==> config.mk <==
export PLATFORM = sky130hd
export DESIGN_NAME = exec_sequencer
export DESIGN_NICKNAME = d
export VERILOG_FILES = /design/src/rtl/exec_sequencer.sv
export SDC_FILE = /design/constraint.sdc
export NUM_CORES = 1
export LEC_CHECK = 0
export CORE_MARGIN = 4
export CORE_UTILIZATION = 50
export DETAILED_ROUTE_END_ITERATION = 7
export HOLD_SLACK_MARGIN = 0.05
export PLACE_DENSITY = 0.82
export SYNTH_ARGS = -nofsm -noshare
export SYNTH_HDL_FRONTEND = slang
export SYNTH_SLANG_ARGS = --single-unit
==> constraint.sdc <==
create_clock -name clk_i -period 2.2 [get_ports clk_i]
set_input_delay 0.33 -clock clk_i [delete_from_list [all_inputs] [get_ports clk_i]]
set_output_delay 0.33 -clock clk_i [all_outputs]
set_load 0.01 [all_outputs]
==> src/rtl/exec_sequencer.sv <==
// Multi-cycle core control FSM: fetch, decode, execute, memory, writeback, sticky trap.
// Latency: 4 cycles FETCH..WRITEBACK for alu/branch/jump, 5 for load/store, +1 per ack wait cycle.
// Backpressure: stalls in FETCH/MEMORY until imem_ack_i/dmem_ack_i; watchdog traps after TIMEOUT waits.
//
// Ports:
//   clk_i, rst_ni            clock (rising edge), asynchronous active-low reset
//   run_i                    core enable, sampled in IDLE and WRITEBACK
//   imem_req_o / imem_ack_i  instruction fetch handshake
//   dec_en_o                 decode latch strobe; is_*_i class flags valid while it is high
//   ex_en_o                  execute strobe
//   dmem_req_o, dmem_we_o / dmem_ack_i  data access handshake (we=1 store)
//   rf_we_o, pc_we_o         writeback strobes
//   trap_o, state_o, retired_o  sticky error, debug state, retired-instruction count
module exec_sequencer #(
  parameter int RETIRE_W = 32,
  parameter int TIMEOUT  = 15
) (
  input  logic                clk_i,
  input  logic                rst_ni,
  input  logic                run_i,
  output logic                imem_req_o,
  input  logic                imem_ack_i,
  output logic                dec_en_o,
  input  logic                is_load_i,
  input  logic                is_store_i,
  input  logic                is_branch_i,
  input  logic                is_jump_i,
  input  logic                is_alu_i,
  input  logic                is_reg_i,
  input  logic                is_illegal_i,
  output logic                ex_en_o,
  output logic                dmem_req_o,
  output logic                dmem_we_o,
  input  logic                dmem_ack_i,
  output logic                rf_we_o,
  output logic                pc_we_o,
  output logic                trap_o,
  output logic [2:0]          state_o,
  output logic [RETIRE_W-1:0] retired_o
);

  localparam int WAIT_W = (TIMEOUT > 0) ? $clog2(TIMEOUT + 1) : 1;

  // Latched class bit positions: {load, store, branch, jump, alu}
  localparam int C_LD = 4;
  localparam int C_ST = 3;
  localparam int C_JP = 1;
  localparam int C_AL = 0;

  typedef enum logic [2:0] {
    S_IDLE    = 3'd0,
    S_FETCH   = 3'd1,
    S_DECODE  = 3'd2,
    S_EXECUTE = 3'd3,
    S_MEMORY  = 3'd4,
    S_WB      = 3'd5,
    S_TRAP    = 3'd6
  } state_t;

  state_t              state_q, state_d;
  logic [4:0]          class_q, class_d;
  logic [WAIT_W-1:0]   wait_q, wait_d;
  logic [RETIRE_W-1:0] retired_q, retired_d;

  logic imem_req_q, dec_en_q, ex_en_q, dmem_req_q, dmem_we_q, rf_we_q, pc_we_q, trap_q;

  logic [4:0] dec_class;
  logic       watchdog_expired;

  // is_reg only qualifies the ALU operand inside execute; sequencing does not depend on it.
  logic unused_is_reg;
  assign unused_is_reg = is_reg_i;

  assign dec_class        = {is_load_i, is_store_i, is_branch_i, is_jump_i, is_alu_i};
  assign watchdog_expired = (TIMEOUT != 0) && (wait_q == WAIT_W'(TIMEOUT));

  always_comb begin
    state_d   = state_q;
    class_d   = class_q;
    wait_d    = wait_q;
    retired_d = retired_q;
    case (state_q)
      S_IDLE: begin
        if (run_i) begin
          state_d = S_FETCH;
          wait_d  = '0;
        end
      end
      S_FETCH: begin
        // An ack on the final allowed wait cycle still wins over the watchdog.
        if (imem_ack_i) begin
          state_d = S_DECODE;
        end else if (watchdog_expired) begin
          state_d = S_TRAP;
        end else if (TIMEOUT != 0) begin
          wait_d = wait_q + WAIT_W'(1);
        end
      end
      S_DECODE: begin
        class_d = dec_class;
        if (is_illegal_i || ($countones(dec_class) != 1)) begin
          state_d = S_TRAP;
        end else begin
          state_d = S_EXECUTE;
        end
      end
      S_EXECUTE: begin
        if (class_q[C_LD] || class_q[C_ST]) begin
          state_d = S_MEMORY;
          wait_d  = '0;
        end else begin
          state_d = S_WB;
        end
      end
      S_MEMORY: begin
        if (dmem_ack_i) begin
          state_d = S_WB;
        end else if (watchdog_expired) begin
          state_d = S_TRAP;
        end else if (TIMEOUT != 0) begin
          wait_d = wait_q + WAIT_W'(1);
        end
      end
      S_WB: begin
        retired_d = retired_q + RETIRE_W'(1);
        if (run_i) begin
          state_d = S_FETCH;
          wait_d  = '0;
        end else begin
          state_d = S_IDLE;
        end
      end
      S_TRAP:  state_d = S_TRAP;
      default: state_d = S_TRAP;
    endcase
  end

  // Outputs are registered from the next state so each strobe is a pure
  // function of the state register once it lands; no input reaches an output
  // within the same cycle.
  always_ff @(posedge clk_i or negedge rst_ni) begin
    if (!rst_ni) begin
      state_q    <= S_IDLE;
      class_q    <= '0;
      wait_q     <= '0;
      retired_q  <= '0;
      imem_req_q <= 1'b0;
      dec_en_q   <= 1'b0;
      ex_en_q    <= 1'b0;
      dmem_req_q <= 1'b0;
      dmem_we_q  <= 1'b0;
      rf_we_q    <= 1'b0;
      pc_we_q    <= 1'b0;
      trap_q     <= 1'b0;
    end else begin
      state_q    <= state_d;
      class_q    <= class_d;
      wait_q     <= wait_d;
      retired_q  <= retired_d;
      imem_req_q <= (state_d == S_FETCH);
      dec_en_q   <= (state_d == S_DECODE);
      ex_en_q    <= (state_d == S_EXECUTE);
      dmem_req_q <= (state_d == S_MEMORY);
      dmem_we_q  <= (state_d == S_MEMORY) && class_d[C_ST];
      rf_we_q    <= (state_d == S_WB) && (class_d[C_LD] || class_d[C_JP] || class_d[C_AL]);
      pc_we_q    <= (state_d == S_WB);
      trap_q     <= (state_d == S_TRAP);
    end
  end

  assign imem_req_o = imem_req_q;
  assign dec_en_o   = dec_en_q;
  assign ex_en_o    = ex_en_q;
  assign dmem_req_o = dmem_req_q;
  assign dmem_we_o  = dmem_we_q;
  assign rf_we_o    = rf_we_q;
  assign pc_we_o    = pc_we_q;
  assign trap_o     = trap_q;
  assign state_o    = state_q;
  assign retired_o  = retired_q;

endmodule

# Yosys cells after proc, flatten, opt, wreduce, memory -nomap -nowiden
# Cells that the tools add are included.
[word_totals]
word_cells = 61
output_inout_bits = 43
mem_bits_rw = 0
input_bits = 12
latch_bits = 0
reg_bits = 52
mem_bits_ro = 0
mem_count = 0
[op_classes]
div = 0
muxes = 15
shift = 0
n_addsub = 6
n_lt_le_gt_ge = 0
n_mul = 0
reduce_logical = 10
n_bitwise = 0
n_eq_ne = 17
[op_table]
columns = ["op", "count"]
rows = [
  ["$add A32 B1 Y32 const B", 1],
  ["$mux W4", 5],
  ["$pmux W3 S6", 1],
  ["$pmux W4 S4", 1],
  ["$eq A3 B3 Y1 const B", 5],
  ["$mux W3", 5],
  ["$eq A3 B2 Y1 const B", 4],
  ["$eq A3 B1 Y1 const B", 2],
  ["$ne A2 B2 Y1 const B", 3],
  ["$mux W5", 1],
  ["$reduce_and A5 Y1", 1],
  ["$add A1 B1 Y2", 2],
  ["$add A3 B1 Y4", 1],
  ["$add A4 B1 Y4 const B", 1],
  ["$eq A4 B4 Y1 const B", 1],
  ["$logic_or A1 B1 Y1", 4],
  ["$ne A4 B1 Y1 const B", 1],
  ["$reduce_bool A4 Y1", 1],
  ["$add A2 B2 Y3", 1],
  ["$logic_not A3 Y1", 1],
  ["$logic_and A1 B1 Y1", 2],
  ["$mux W1", 2],
  ["$ne A2 B1 Y1 const B", 1],
  ["$reduce_or A2 Y1", 1],
]

# Longest topological paths before layout
# Gate-level depths: netlist of the first run.
[depth]
word_depth = 9
ltp_mapped = 9
depth_no_buf = 9

# Worst setup path before layout of the first run
# Ideal clock, no wire load.
[synth_timing]
kind = "input -> register"
startpoint = "input port is_load_i"
endpoint = "register trap_q, in the netlist trap_o"
slack_ns = -0.203
required_ns = 2.062
path_buffers = 0
cell_stages = 9
arrival_ns = 2.265
setup_ns = 0.138
cell_sequence = "inv_1 fa_1 fa_1 inv_1 ha_1 nor4_1 nor2b_1 nor3_1 nor3b_1"
[synth_between]
elab_chain_len = 6
[synth_lines]
columns = ["item", "line", "source"]
rows = [
  ["start: declaration", "24", "input logic is_load_i,"],
  ["$add A3 B1 Y4 (implied by the code)", "101", "if (is_illegal_i || ($countones(dec_class) != 1)) begin"],
  ["$ne A4 B1 Y1", "101", ""],
  ["$logic_or A1 B1 Y1", "101", ""],
  ["$mux W3", "101", ""],
  ["$pmux W3 S6", "82", "case (state_q)"],
  ["$eq A3 B3 Y1", "167", "trap_q <= (state_d == S_TRAP);"],
  ["end signal: assignment", "167", ""],
  ["end: declaration", "65", "logic imem_req_q, dec_en_q, ex_en_q, dmem_req_q, dmem_we_q, rf_we_q, pc_we_q, trap_q;"],
]
# Every way passes these cells.
# A chain may end at the register's enable or synchronous reset.

# Worst setup path after layout of the first run
[layout_timing]
startpoint = "input port is_load_i"
endpoint = "register dmem_req_q, in the netlist dmem_req_o"
[layout_between]
elab_chain_len = 6
[layout_lines]
columns = ["item", "line", "source"]
rows = [
  ["$add A3 B1 Y4 (implied by the code)", "101", ""],
  ["$ne A4 B1 Y1", "101", ""],
  ["$logic_or A1 B1 Y1", "101", ""],
  ["$mux W3", "101", ""],
  ["$pmux W3 S6", "82", ""],
  ["$eq A3 B3 Y1", "163", "dmem_req_q <= (state_d == S_MEMORY);"],
  ["end signal: assignment", "163", ""],
  ["end: declaration", "65", ""],
]
# Every way passes these cells.

==> qor.csv, run 1 <==
stage,metric,value,unit
global_route,vias in the first global route,1875,
placed_design,GPL Wtd Cong,0.830,
yosys,syn_area_per_cell,11.3,um2
sta,Setup WS post-layout,0.126,ns
placed_design,worst slack at placement,-0.514,ns
sta,Tcrit/Tclk final,0.943,
yosys,simple-gate portion of the synthesized area,0.257,
pwr,power density over cell area,534,nW/um2
yosys,largest family of logic cells by synthesized area,simple AND/OR/NAND/NOR gates,
final_layout,"commonest non-fill, non-tap cell in the layout",dfrtp_1,
floorplanning,die height,79.9,um
cts,CTS Buf Count,5,
final_layout,Nets,305,
pwr,Total Power,0.00181,W
sta,Slew Limit Fails,0,
pwr,P_leak,1.56,nW
cts,Worst-path clk slew,0.09,ns
floorplanning,Core Area,4880,um2
yosys,Synth cell types,45,
global_route,global route overflow,0,
yosys,synth warn,0,
flow_run,maxcap violations,0,
final_layout,FILL cells,363,
floorplanning,starting density of the core,0.530,
yosys,post-synth top area share,0.493,
critical_path,Crit Path Max Fanout,4,
yosys,post-synth top area cell,dfrtp_1,
yosys,mapped cell area,2590,um2
yosys,"Top FF cell, synth",dfrtp_1,
global_route,largest net degree at the start of global routing,52,
placed_design,dpl hpwl,3.77,mm
final_layout,ratio of cells with drive above 1 in the final layout,0.170,
routing,final wirelength,5.21,mm
floorplanning,Top Ports,55,
cts,TritonCTS Sinks,51,
sta,FMAX,482,MHz
yosys,Mapped Cells,229,
critical_path,CP Launch Type,input pin,
cts,CTS max path bufs,2,
cts,clk_lat worst skew,0.30,ns
critical_path,crit end category,flop,
global_route,global-route wire length before repair,8.76,mm
critical_path,crit path kind,in -> reg,
final_layout,Layout Cells excl Fill,356,
final_layout,Antenna Diode Count,0,
final_layout,FF+latch area,1280,um2
sta,Hold Fails Final Rpt,0,
floorplanning,die area,6390,um2
yosys,number of synthesized flops with an enable pin,0,
global_route,GRT Util Overall,0.176,
routing,DR iter-0 viols,107,
outcome,status,"finished, final reports clean",
yosys,"top cells by area, synth","dfrtp_1, xor2_1, xnor2_1",
final_layout,Multi-input gate area,1260,um2
routing,vias per cell,5.27,
cts,clk root buf,clkbuf_8,
yosys,Syn Nets,246,
routing,Vias,1875,
yosys,asr flop ratio synth,1.00,
yosys,area share of fa/ha/maj cells after synthesis,0.0300,
sta,Slew HR,0.574,
pwr,VDD IR max,0.303,mV
sta,Final setup viols,0,
sta,worst clock skew,0.00698,ns
cts,TritonCTS clock tree,yes,
yosys,register bit total from synthesis,51,
routing,detailed-route DRC error count,0,
routing,Wirelength per Cell,14.6,um
sta,fin crit period,2.07,ns
yosys,compound-cell area share of the yosys netlist,0.0382,
sta,RSZ-0062 raised after global routing,no,
critical_path,Worst Path Required,2.37,ns
global_route,antenna violations before repair,0,
floorplanning,Chip Width,79.9,um
yosys,Synth Area in XOR/XNOR,0.112,
hold_path,Hold Path Class,in -> async,
yosys,mux cell area share after synthesis,0.0261,
cts,H-tree depth,2,
sta,setup TNS,0,ns
placed_design,Port Buffers,53,
final_layout,most frequent cells in the layout,"dfrtp_1, clkdlybuf4s50_1, nand2_1, xor2_1, inv_1",
placed_design,Cells after DPL,347,
yosys,post-synthesis sequential area ratio,0.493,
routing,post-route ant nets,0,
final_layout,Syn-to-layout area delta,31.1,%
routing,TritonRoute pass-1 iters,4,
sta,Tightest Pin Transition,0.639,ns
floorplanning,FP Rows,25,
critical_path,crit path DAT,2.24,ns
-- state kept, by name (all words and copies together) (netlist names) --
| name | count |
|---|---|
| retired_o | 32 |
| state_o | 3 |
| class_q | 4 |
| rf_we_o | 1 |
| dmem_req_o | 1 |
| ex_en_o | 1 |
| dmem_we_o | 1 |
| pc_we_o | 1 |
| imem_req_o | 1 |
| wait_q | 4 |
| dec_en_o | 1 |
| trap_o | 1 |
-- final cells by class --
type | count | area share
clock buffers | 6 | 0.0214
clock inverters | 2 | 0.0177
inverters | 18 | 0.0199
multi-input cells | 152 | 0.371
flip-flops and latches | 51 | 0.376
well taps | 67 | 0.0247
repair buffers | 60 | 0.169
-- path summary, 6_finish.rpt --
kind | startpoint | to | slack (ns) | depth (start not counted)
max in group asynchronous | rst_ni | retired_o[7] | 1.65 | 2
hold / removal | rst_ni | retired_o[31] | 0.13 | 2
hold reg to reg | retired_o[31] | retired_o[31] | 0.46 | 1
setup reg to reg | retired_o[0] | retired_o[28] | 0.28 | 5
min in group clk_i | is_jump_i | class_q[1] | 0.30 | 2
setup / recovery | is_load_i | dmem_req_o | 0.13 | 10
-- where the power goes --
| group | leakage [nW] | switching (W) | total [W] | internal (W) |
|---|---|---|---|---|
| Sequential | 0.693 | 0.00000706 | 0.000954 | 0.000947 |
| Combinational | 0.802 | 0.0000518 | 0.000101 | 0.0000492 |
| Clock | 0.0654 | 0.000300 | 0.000754 | 0.000454 |
| Total | 1.56 | 0.000359 | 0.00181 | 0.00145 |
-- repair_timing --
action                     in CTS  in global routing
setup buffers                   0                  1
setup endpoints to repair       5                 10
pin swaps                       6                  5
resized for setup              13                  5
hold buffers                    0                  0
-- stage by stage --
step	hold slack [ns]	util	instance area, um2
after global routing	0.176	0.695	3390
after CTS	0.150	0.688	3360
after floorplan	0.0344	-	2600
final	0.125	0.695	3390
after global placement	0.455	0.657	3210
after detailed placement	0.462	0.657	3210
-- synth_stat cells (2+ instances only) --
| library cell | number |
|---|---|
| dfrtp_1 | 51 |
| nand2_1 | 20 |
| inv_1 | 18 |
| xor2_1 | 18 |
| xnor2_1 | 15 |
| nand3_1 | 10 |
| nor3_1 | 9 |
| mux2_2 | 6 |
| nor4_1 | 6 |
| and4_1 | 5 |
| buf_2 | 5 |
| a31oi_1 | 4 |
| and3_1 | 4 |
| nand4_1 | 4 |
| nor2_1 | 4 |
| nor4_2 | 4 |
| a21oi_1 | 3 |
| ha_1 | 3 |
| nand3b_1 | 3 |
| nor3_2 | 3 |
| nor4_4 | 3 |
| or4_1 | 3 |
| clkbuf_1 | 2 |
| fa_1 | 2 |
| nor4b_1 | 2 |
| nor4bb_1 | 2 |
| o21ai_0 | 2 |
-- worst max-delay path, stage by stage --
cell and delay, ns:
clkdlybuf4s15_1 0.17, inv_1 0.05, fa_1 0.47, fa_2 0.36, inv_2 0.08, ha_4 0.21, nor4_4 0.17, nor2b_2 0.09
nor3_4 0.21, nor3_1 0.10
-- cell families after synthesis --
family | after synthesis
AO/OA/AOI/OAI | 14
XOR/XNOR | 33
adder cells (fa/ha/maj) | 5
buffers and inverters | 26
flip-flops | 51
multiplexers | 6
AND/OR/NAND/NOR | 94
-- per-layer routing --
metal / GRT usage / vias up / wire length [um]
met5: 0 / - / 0
met2: 0.316 / 36 / 2760
met1: 0.203 / 913 / 2140
met3: 0.0429 / 9 / 229
li1: - / 917 / -
met4: 0.0591 / 0 / 81
No activity file was read; power rests on OpenSTA's default activity.
==> run 2: changes to the inputs <==
- CTS_CLUSTER_DIAMETER: not set -> 80
- DONT_BUFFER_PORTS: not set -> 1
- PLACE_DENSITY: 0.82 -> 0.68
==> run 2 against run 1 <==
Compared with the run above: cell area decreased by 17%; clock power decreased by 31%; cell count decreased by 14%.
==> qor.csv, run 2 (same netlist as run 1, synthesis figures left out) <==
stage,metric,value,unit
pwr,VDD IR max,0.336,mV
floorplanning,Core Area,4880,um2
cts,postcts setup bufs,0,
sta,Tightest Pin Transition,0.510,ns
sta,Slew HR,0.660,
critical_path,crit end category,flop,
global_route,GRT Util Overall,0.173,
placed_design,dpl hpwl,3.63,mm
cts,CTS max path bufs,2,
hold_path,worst hold path startpoint,is_load_i,
routing,post-route ant nets,0,
floorplanning,Top Ports,55,
final_layout,design area,2820,um2
routing,Vias,1668,
critical_path,worst r2r dst,retired_o[20],
critical_path,flop2flop setup slack,0.23,ns
floorplanning,FP Rows,25,
final_layout,Nets,255,
flow_run,maxcap violations,0,
sta,FMAX,508,MHz
critical_path,RR Startpoint,retired_o[0],
sta,setup TNS,0,ns
final_layout,Antenna Diode Count,0,
global_route,largest net degree at the start of global routing,52,
critical_path,R2R cell count,5,
sta,Final setup viols,0,
cts,TritonCTS Sinks,51,
critical_path,CP Launch Type,flop,
critical_path,crit path capture,retired_o[20],
pwr,power density over cell area,548,nW/um2
placed_design,GPL Wtd Cong,0.781,
global_route,global route overflow,0,
final_layout,FILL cells,419,
floorplanning,Chip Width,79.9,um
critical_path,Critical Path Max Stage Delay,0.77,ns
cts,TritonCTS clock tree,yes,
critical_path,slowest CP cell,or4_1,
critical_path,Stages on worst setup path,5,
critical_path,CP startpoint,retired_o[0],
final_layout,most frequent cells in the layout,"dfrtp_1, nand2_1, inv_1, xor2_1, xnor2_1",
critical_path,Critical path buffers and inverters,0,
outcome,status,"finished, final reports clean",
routing,Wirelength per Cell,16.5,um
critical_path,crit path kind,reg -> reg,
final_layout,Largest register FFs,32,
cts,Worst-path clk slew,0.09,ns
critical_path,crit path cell chain,ha_1 -> nand4b_1 -> or4_1 -> nor3_4 -> xor2_1,
routing,TritonRoute pass-1 iters,4,
critical_path,"Largest delay share family, worst path",simple AND/OR/NAND/NOR gates,
floorplanning,die height,79.9,um
global_route,global-route wire length before repair,8.58,mm
cts,clk_lat worst skew,0.30,ns
routing,DR iter-0 viols,69,
sta,Slew Limit Fails,0,
final_layout,Syn-to-layout area delta,9.05,%
cts,CTS Buf Count,5,
global_route,vias in the first global route,1814,
critical_path,Worst Path Required,2.43,ns
final_layout,post-layout util,0.578,
critical_path,Crit Path Max Fanout,6,
routing,final wirelength,5.05,mm
routing,vias per cell,5.45,
sta,fin crit period,1.97,ns
final_layout,ratio of cells with drive above 1 in the final layout,0.172,
hold_path,Hold Path Class,in -> reg,
sta,WHS,0.192,ns
sta,Tcrit/Tclk final,0.895,
cts,cts hold-fix bufs,2,
pwr,P_leak,1.37,nW
critical_path,crit path DAT,2.20,ns
cts,H-tree depth,2,
final_layout,"commonest non-fill, non-tap cell in the layout",dfrtp_1,
routing,detailed-route DRC error count,0,
global_route,antenna violations before repair,0,
sta,RSZ-0062 raised after global routing,no,
pwr,Total Power,0.00155,W
placed_design,Area after DPL,2700,um2
placed_design,Port Buffers,0,
cts,PostCTS Resize Cnt,0,
floorplanning,starting density of the core,0.530,
sta,Hold Fails Final Rpt,0,
floorplanning,die area,6390,um2
sta,worst clock skew,0.00760,ns
cts,clk root buf,clkbuf_8,
==> run 2: changes by cell type in the layout (fill, tap and decap cells not counted), sizes merged <==
cell,delta
bufinv,-2
clkdlybuf4s15,-2
clkdlybuf4s50,-49
clkinv,+1
clkinvlp,+1
dlygate4sd3,+1
==> run 2: where the power goes <==
| part | switching [W] | internal, W |
|---|---|---|
| clock network | 0.000297 | 0.000223 |
| registers | 0.00000617 | 0.000947 |
| logic | 0.0000408 | 0.0000314 |
==> run 2: final cells by class <==
| cell class | count | area, um2 | share of cell area |
|---|---|---|---|
| timing repair buffer | 10 | 97.6 | 0.0346 |
| clock inverter | 2 | 12.5 | 0.00444 |
| tap | 67 | 83.8 | 0.0297 |
| inverter | 18 | 67.6 | 0.0240 |
| multi-input combinational | 152 | 1210 | 0.429 |
| sequential | 51 | 1280 | 0.453 |
| clock buffer | 6 | 72.6 | 0.0257 |
==> run 2: how the worst min path moves through the flow <==
stage,slack [ns],to,cells past startpoint
after floorplan,0.03,class_q[0],0
after global placement,0.04,retired_o[31],0
after detailed placement,0.04,retired_o[29],0
after CTS,0.19,class_q[4],1
after global routing,0.18,class_q[1],1
final,0.19,class_q[4],1
==> run 2: routing by layer <==
metal / vias up / routed length (um) / track usage
met1: 813 / 2170 / 0.210
met5: - / 0 / 0
met2: 29 / 2530 / 0.291
met3: 5 / 286 / 0.0587
li1: 821 / - / -
met4: 0 / 62 / 0.0507
==> run 2: per-stage QoR <==
| step | setup slack (ns) | instances |
|---|---|---|
| finish | 0.231 | 306 |
| global placement | -0.0281 | 296 |
| CTS | 0.199 | 306 |
| floorplan | 0.0915 | 229 |
| global route | 0.0436 | 306 |
| detailed placement | -0.0895 | 296 |
==> run 3: changes to the inputs <==
- MAX_ROUTING_LAYER: not set -> met4
==> run 3 against run 2 <==
Compared with the run above: core utilization stayed put; critical path type unchanged; hold slack about the same; register-to-register slack barely moved; via count is 0.42% higher; setup slack improved by 0.0030 ns.
==> qor.csv, run 3 (same netlist as run 1, synthesis figures left out) <==
stage,metric,value,unit
outcome,status,"finished, final reports clean",
critical_path,CP startpoint,retired_o[0],
pwr,power density over cell area,549,nW/um2
cts,Worst-path clk slew,0.09,ns
pwr,Clock power frac,0.337,
critical_path,Crit Path Max Fanout,6,
pwr,Cell Int Power,0.00120,W
pwr,P_leak,1.37,nW
routing,vias per cell,5.47,
sta,FMAX,509,MHz
routing,detailed-route DRC error count,0,
floorplanning,die area,6390,um2
routing,WL met3,275,um
cts,CTS max path bufs,2,
global_route,antenna violations before repair,0,
critical_path,crit path DAT,2.20,ns
routing,WL met2,2.53,mm
critical_path,R2R cell count,5,
critical_path,flop2flop setup slack,0.23,ns
floorplanning,starting density of the core,0.530,
routing,post-route ant nets,0,
pwr,Sw Share,0.224,
routing,DR iter-0 viols,77,
floorplanning,FP Rows,25,
sta,Hold Fails Final Rpt,0,
final_layout,post-layout util,0.578,
flow_run,maxcap violations,0,
floorplanning,die height,79.9,um
sta,worst clock skew,0.00893,ns
final_layout,Antenna Diode Count,0,
placed_design,worst slack at placement,-0.0895,ns
cts,H-tree depth,2,
cts,CTS Buf Count,5,
global_route,global route overflow,0,
sta,Tcrit/Tclk final,0.894,
cts,PostCTS Resize Cnt,0,
final_layout,Largest register FFs,32,
cts,TritonCTS Sinks,51,
sta,Slew HR,0.659,
final_layout,most frequent cells in the layout,"dfrtp_1, nand2_1, inv_1, xor2_1, xnor2_1",
critical_path,crit path capture,retired_o[20],
cts,clk root buf,clkbuf_8,
final_layout,Syn-to-layout area delta,9.05,%
global_route,GRT Util Overall,0.178,
final_layout,ratio of cells with drive above 1 in the final layout,0.172,
placed_design,Port Buffers,0,
floorplanning,Top Ports,55,
global_route,largest net degree at the start of global routing,52,
routing,Vias,1675,
routing,final wirelength,5.04,mm
routing,TritonRoute pass-1 iters,4,
global_route,global-route wire length before repair,8.57,mm
final_layout,Nets,255,
pwr,Switch Pwr,0.000346,W
critical_path,crit end category,flop,
placed_design,dpl hpwl,3.63,mm
global_route,vias in the first global route,1809,
sta,Setup WS post-layout,0.234,ns
floorplanning,Core Area,4880,um2
cts,TritonCTS clock tree,yes,
critical_path,RR Startpoint,retired_o[0],
placed_design,GPL Wtd Cong,0.792,
sta,Slew Limit Fails,0,
sta,fin crit period,1.97,ns
sta,setup TNS,0,ns
hold_path,Hold Path Class,in -> reg,
final_layout,"commonest non-fill, non-tap cell in the layout",dfrtp_1,
sta,Tightest Pin Transition,0.511,ns
routing,highest metal used,met4,
cts,clk_lat worst skew,0.30,ns
floorplanning,Chip Width,79.9,um
critical_path,Worst Path Required,2.43,ns
critical_path,crit path kind,reg -> reg,
critical_path,worst r2r dst,retired_o[20],
critical_path,CP Launch Type,flop,
sta,RSZ-0062 raised after global routing,no,
routing,wl on met1,2.17,mm
pwr,Comb power frac,0.047,
pwr,VDD IR max,0.336,mV
routing,Wirelength per Cell,16.5,um
sta,Final setup viols,0,
sta,WHS,0.192,ns
pwr,sequential share of power,0.616,
==> run 3: cell counts in the layout (fill, tap and decap cells not counted) <==
No cell type changed its count.
==> run 3: timing repair <==
item | CTS | global route
setup buffers | 0 | 0
hold buffers | 2 | 0
endpoints found under the hold margin | 51 | 0
==> run 3: cell type report <==
| cell class | instances | area [um2] |
|---|---|---|
| clock inverters | 2 | 12.5 |
| inverters | 18 | 67.6 |
| well taps | 67 | 83.8 |
| clock buffers | 6 | 72.6 |
| fillers | 419 | 2060 |
| multi-input cells | 152 | 1210 |
| repair buffers | 10 | 97.6 |
| flip-flops and latches | 51 | 1280 |
==> run 3: power groups by stage <==
stage	logic [W]	clock network (W)	registers, W
after floorplan	0.0000381	0	0.000972
after global placement	0.0000456	0	0.000972
after detailed placement	0.0000479	0	0.000972
after CTS	0.0000750	0.000545	0.000954
after global routing	0.0000840	0.000584	0.000956
final	0.0000721	0.000522	0.000953
==> run 3: per-layer routing <==
metal / vias to the layer above / GRT usage
li1: 823 / -
met1: 816 / 0.213
met2: 31 / 0.290
met3: 5 / 0.0564
met4: 0 / 0.0507
met5: - / -
==> run 3: critical path: stages (launching register included) <==
cell	delay, ns
dfrtp_1	0.36
ha_1	0.17
nand4b_1	0.18
or4_1	0.77
nor3_4	0.26
xor2_1	0.16
==> run 3: through the flow <==
| step | instance area [um2] | total power (W) | instances |
|---|---|---|---|
| after floorplan | 2600 | 0.00101 | 229 |
| after global placement | 2700 | 0.00102 | 296 |
| after detailed placement | 2700 | 0.00102 | 296 |
| after CTS | 2820 | 0.00157 | 306 |
| after global routing | 2820 | 0.00162 | 306 |
| final | 2820 | 0.00155 | 306 |
==> run 3: worst min path at each step <==
stage	startpoint	end	slack, ns	cells after the start
after detailed placement	rst_ni	retired_o[29]	0.04	0
after global routing	is_jump_i	class_q[1]	0.18	1
final	is_load_i	class_q[4]	0.19	1
after CTS	is_load_i	class_q[4]	0.19	1
after global placement	rst_ni	retired_o[31]	0.04	0
after floorplan	rst_ni	class_q[0]	0.03	0
